`src/rtl/ifu_mem_rsp.sv`:
```
// ifu_mem_rsp: memory-side responder for the IFU fetch handshake.
// Accepts one fetch address per val/rdy handshake, forwards it to a memory
// port with variable grant and response latency, and presents the returned
// word on o_in_r. The word stays stable until the next accepted fetch.
// A completing response is bypassed straight to o_in_r so that a
// zero-wait-state memory sustains one fetch per cycle.
module ifu_mem_rsp #(
    parameter logic [31:0] NOP_INSN = 32'h00000013
) (
    input  logic        clk,
    input  logic        rst_n,
    input  logic        hs_rd4ls_val,
    output logic        hs_ls4rd_rdy,
    input  logic [31:0] i_pc_nx,
    output logic [31:0] o_in_r,
    output logic        o_err,
    output logic        o_mem_req,
    input  logic        i_mem_gnt,
    output logic [31:0] o_mem_addr,
    input  logic        i_mem_rvalid,
    input  logic [31:0] i_mem_rdata,
    input  logic        i_mem_rerr
);

    typedef enum logic [1:0] {
        IDLE = 2'd0,   // no outstanding fetch
        REQ  = 2'd1,   // address latched, waiting for grant
        RESP = 2'd2    // granted, waiting for read data
    } state_t;

    state_t      state_q;
    logic [31:0] addr_q;
    logic [31:0] data_q;
    logic        err_q;

    logic        rsp_done;
    logic        accept;
    logic        aligned;
    logic [31:0] pc_word;

    // A response only counts while a granted fetch is outstanding; rvalid
    // seen in IDLE or REQ (e.g. stale after a reset) is ignored.
    assign rsp_done = (state_q == RESP) && i_mem_rvalid;

    // Ready when nothing is outstanding, or the outstanding fetch completes
    // this cycle. Never ready in REQ.
    assign hs_ls4rd_rdy = (state_q == IDLE) || rsp_done;

    assign accept  = hs_rd4ls_val && hs_ls4rd_rdy;
    assign aligned = (i_pc_nx[1:0] == 2'b00);
    assign pc_word = {i_pc_nx[31:2], 2'b00};

    // A new aligned fetch is issued in its acceptance cycle; while waiting
    // for grant the latched address is held stable.
    assign o_mem_req  = (state_q == REQ) || (accept && aligned);
    assign o_mem_addr = (state_q == REQ) ? addr_q : pc_word;

    // Bypass the completing word so the IFU sees it in the same cycle.
    assign o_in_r = rsp_done ? i_mem_rdata : data_q;
    assign o_err  = rsp_done ? i_mem_rerr  : err_q;

    // Fetch FSM with address/data/error registers; a same-cycle acceptance
    // overrides the completion transition.
    always_ff @(posedge clk or negedge rst_n) begin
        if (!rst_n) begin
            state_q <= IDLE;
            addr_q  <= 32'h0;
            data_q  <= NOP_INSN;
            err_q   <= 1'b0;
        end else begin
            case (state_q)
                REQ: begin
                    if (i_mem_gnt) begin
                        state_q <= RESP;
                    end
                end
                RESP: begin
                    if (i_mem_rvalid) begin
                        data_q  <= i_mem_rdata;
                        err_q   <= i_mem_rerr;
                        state_q <= IDLE;
                    end
                end
                default: begin
                end
            endcase

            if (accept) begin
                if (aligned) begin
                    addr_q  <= pc_word;
                    state_q <= i_mem_gnt ? RESP : REQ;
                end else begin
                    // Misaligned fetch faults without touching memory; it
                    // also replaces a word completing in this cycle, which
                    // the IFU has already taken through the bypass.
                    data_q  <= 32'h0;
                    err_q   <= 1'b1;
                    state_q <= IDLE;
                end
            end
        end
    end

endmodule
```
`config.mk`:
```
export PLATFORM = sky130hd
export DESIGN_NAME = ifu_mem_rsp
export DESIGN_NICKNAME = d
export VERILOG_FILES = /design/src/rtl/ifu_mem_rsp.sv
export SDC_FILE = /design/constraint.sdc
export NUM_CORES = 1
export LEC_CHECK = 0
export BUFFER_PORTS_ARGS = -buffer_cell sky130_fd_sc_hd__buf_4
export CAP_MARGIN = 20
export CORE_ASPECT_RATIO = 2
export CORE_MARGIN = 2
export CORE_UTILIZATION = 43
export DETAILED_ROUTE_END_ITERATION = 6
export PLACE_DENSITY = 0.76
export SKIP_LAST_GASP = 1
export SYNTH_ARGS = -nofsm -noshare
export SYNTH_HDL_FRONTEND = slang
export SYNTH_SLANG_ARGS = --single-unit
```
`constraint.sdc`:
```
create_clock -name clk -period 1.4 [get_ports clk]
set_input_delay 0.07 -clock clk [delete_from_list [all_inputs] [get_ports clk]]
set_output_delay 0.07 -clock clk [all_outputs]
set_load 0.005 [all_outputs]
```
==> out/results.tsv <==
metric	value	unit
ioPinCount	137	
viasPerCell	5.15	
hold_path.class	input pin to register	
cp.required	1330	ps
firstDrtPassIters	4	
status	finished with violations	
drc	0	
hold_viol_final	0	
synth_top_area_cell	dfrtp_1	
grt_max_degree	31	
cp_max_fo	5	
design.die.area	8110	um2
avgSynthCellArea	14.2	um2
netlist_area	3170	um2
wl	11400	um
initial_core_util	43.9	%
drtIter0Drc	122	
tritoncts	done	
pwr-share-clk	32.3	%
setup_viol	128	
grt_pass1_wl	14000	um
power_frac_seq	34.5	%
yosysTopAreaCellShare	49.0	%
startpoint	state_q[1]	
die_h	125	um
clk_latency	340	ps
dp_hpwl	5730	um
die_w	64.7	um
rr_endpoint	addr_q[13]	
p_per_area	1130	nW/um2
ys_warn_count	0	
wl_per_cell	21.9	um
synthCells	223	
grt_pass1_vias	2898	
cts_made_buffers	9	
vias	2689	
ir_drop	938	uV
swShare	25.0	%
overflow	0	
reg2reg_depth	6	
crit_type	register to primary output	
grt_antenna_before_repair	0	
cp-endpoint	o_mem_req	
slew_violations	0	
htreeDepth	3	
fin_nets	496	
end_kind	primary output	
antenna_cells	0	
internal_power	0.00524	W
root_buffer	clkbuf_16	
gp_congestion	0.781	
clk_pin_slew_worst_paths	50	ps
maxCapViolations	0	
p_switching	0.00175	W
power_frac_comb	33.2	%
r2r_slack	-360	ps
whs	96.0	ps
ant_nets	0	
track_usage	23.2	%
layout_setup_ws	-398	ps
nFillCells	345	
clkSinkCount	65	
fmax	556	MHz
failed_checks	negative setup slack	
leakagePower	3.07	nW
power	0.00699	W
period_share	128	%
core-area	7210	um2
crit_path_start_kind	register	
port_buffers	134	
cp.arrival	1730	ps
fin_skew	9.90	ps
synth.distinct_cells	24	
rows	44	
synth-seq-area-share	51.5	%
ys_ff_latch	65	
synth_area_leaders	dfrtp_1 49%, mux2_2 27%, nor2b_1 6.3%	
syn_to_final_growth	95.1	%
clock_path_buffers	2	
r2r_start	state_q[1]	
layout-drive-gt1-share	72.8	%
min_period	1800	ps
grt_setup_unrepaired	true	
==> cell families (layout without fill, tap and decap cells) <==
group	count (synthesis)	after routing	synth area share, %
buffers and inverters	15	221	3.64
multiplexers	93	93	34.2
flip-flops	65	65	51.5
AO/OA/AOI/OAI	5	5	0.909
other	1	2	0.118
AND/OR/NAND/NOR	44	44	9.68
==> cell type report <==
cell class | instances | area, um2 | area share (%)
multi-input cells | 144 | 1910 | 30.9
clock buffers | 12 | 256 | 4.15
well taps | 92 | 115 | 1.86
flip-flops and latches | 65 | 1630 | 26.4
repair buffers | 206 | 2230 | 36.1
clock inverters | 3 | 40.0 | 0.648
==> Yosys cell counts <==
master     n
or2_2      2
nor3b_4    1
buf_6      6
clkbuf_1   2
nand2b_1   1
nor2_1     1
nor3b_2    1
buf_4      2
nand3_1    1
a21oi_1    2
o21ai_0    2
nand3b_4   1
nand2_1    2
mux2_4     9
o31a_1     1
conb_1     1
nor2b_1   32
buf_2      5
and2b_4    1
nor3_2     1
mux2_1     8
mux2_2    76
dfstp_2    3
dfrtp_1   62
==> cell usage in the layout, fill, tap and decap left out, types with 2 or more instances in the layout <==
master / count
dlygate4sd3_1: 32
clkbuf_16: 16
buf_12: 12
a21oi_1: 2
buf_8: 6
mux2_4: 93
clkinv_2: 2
nor2b_4: 20
o21ai_0: 2
nor2b_1: 12
dfstp_2: 3
buf_6: 70
dfrtp_1: 61
buf_4: 78
conb_1: 2
clkbuf_8: 2
nand2_1: 2
==> state kept, by name, summed over array words and instances (netlist names) <==
name,count
data_q,32
addr_q,30
state_q,2
err_q,1
==> worst min-delay path by stage <==
stage / start / to / cells after the start
floorplan: rst_n / addr_q[10] / 0
detailed placement: rst_n / data_q[19] / 1
global placement: rst_n / data_q[13] / 1
global route: i_mem_rvalid / state_q[1] / 3
finish: i_mem_rvalid / state_q[1] / 3
CTS: i_mem_rerr / err_q / 3
==> metrics by stage <==
stage               worst slack (ps)  std cells  utilization [%]  area [um2]  setup TNS [ps]
floorplan                       -114        224                -        3190           -3230
global placement               -91.0        452             61.4        4430           -5920
detailed placement              -122        452             61.4        4430           -9000
CTS                             -375        512             74.1        5340          -28540
global route                    -440        522             85.6        6180          -41000
finish                          -398        522             85.6        6180          -35830
==> power groups by stage <==
stage | Clock (W) | Sequential [W] | Combinational (W)
finish | 0.00226 | 0.00241 | 0.00232
global route | 0.00237 | 0.00244 | 0.00244
CTS | 0.00227 | 0.00235 | 0.00169
detailed placement | 0 | 0.00238 | 0.00144
global placement | 0 | 0.00236 | 0.00141
floorplan | 0 | 0.00233 | 0.000744
==> worst max-delay path: stages (launching register included) <==
cell and delay, ps:
dfrtp_1 400, buf_4 140, and2b_4 170, nor3b_4 290
buf_12 170, or2_2 120, buf_4 110
==> timing repair <==
| item | CTS | global route |
|---|---|---|
| resized for setup | 34 | 162 |
| pin swaps | 1 | 1 |
| hold buffers | 32 | 0 |
| setup buffers | 11 | 5 |
| cloned | 2 | 7 |
| hold endpoints to repair | 95 | 0 |
| endpoints found under the setup margin | 123 | 128 |
==> routing by layer <==
metal,routed length [um],global-route usage (%)
met4,698,13.8
met1,3710,21.2
met3,485,6.38
met5,0,0
met2,6560,43.6
(Power assumes the default switching activity.)
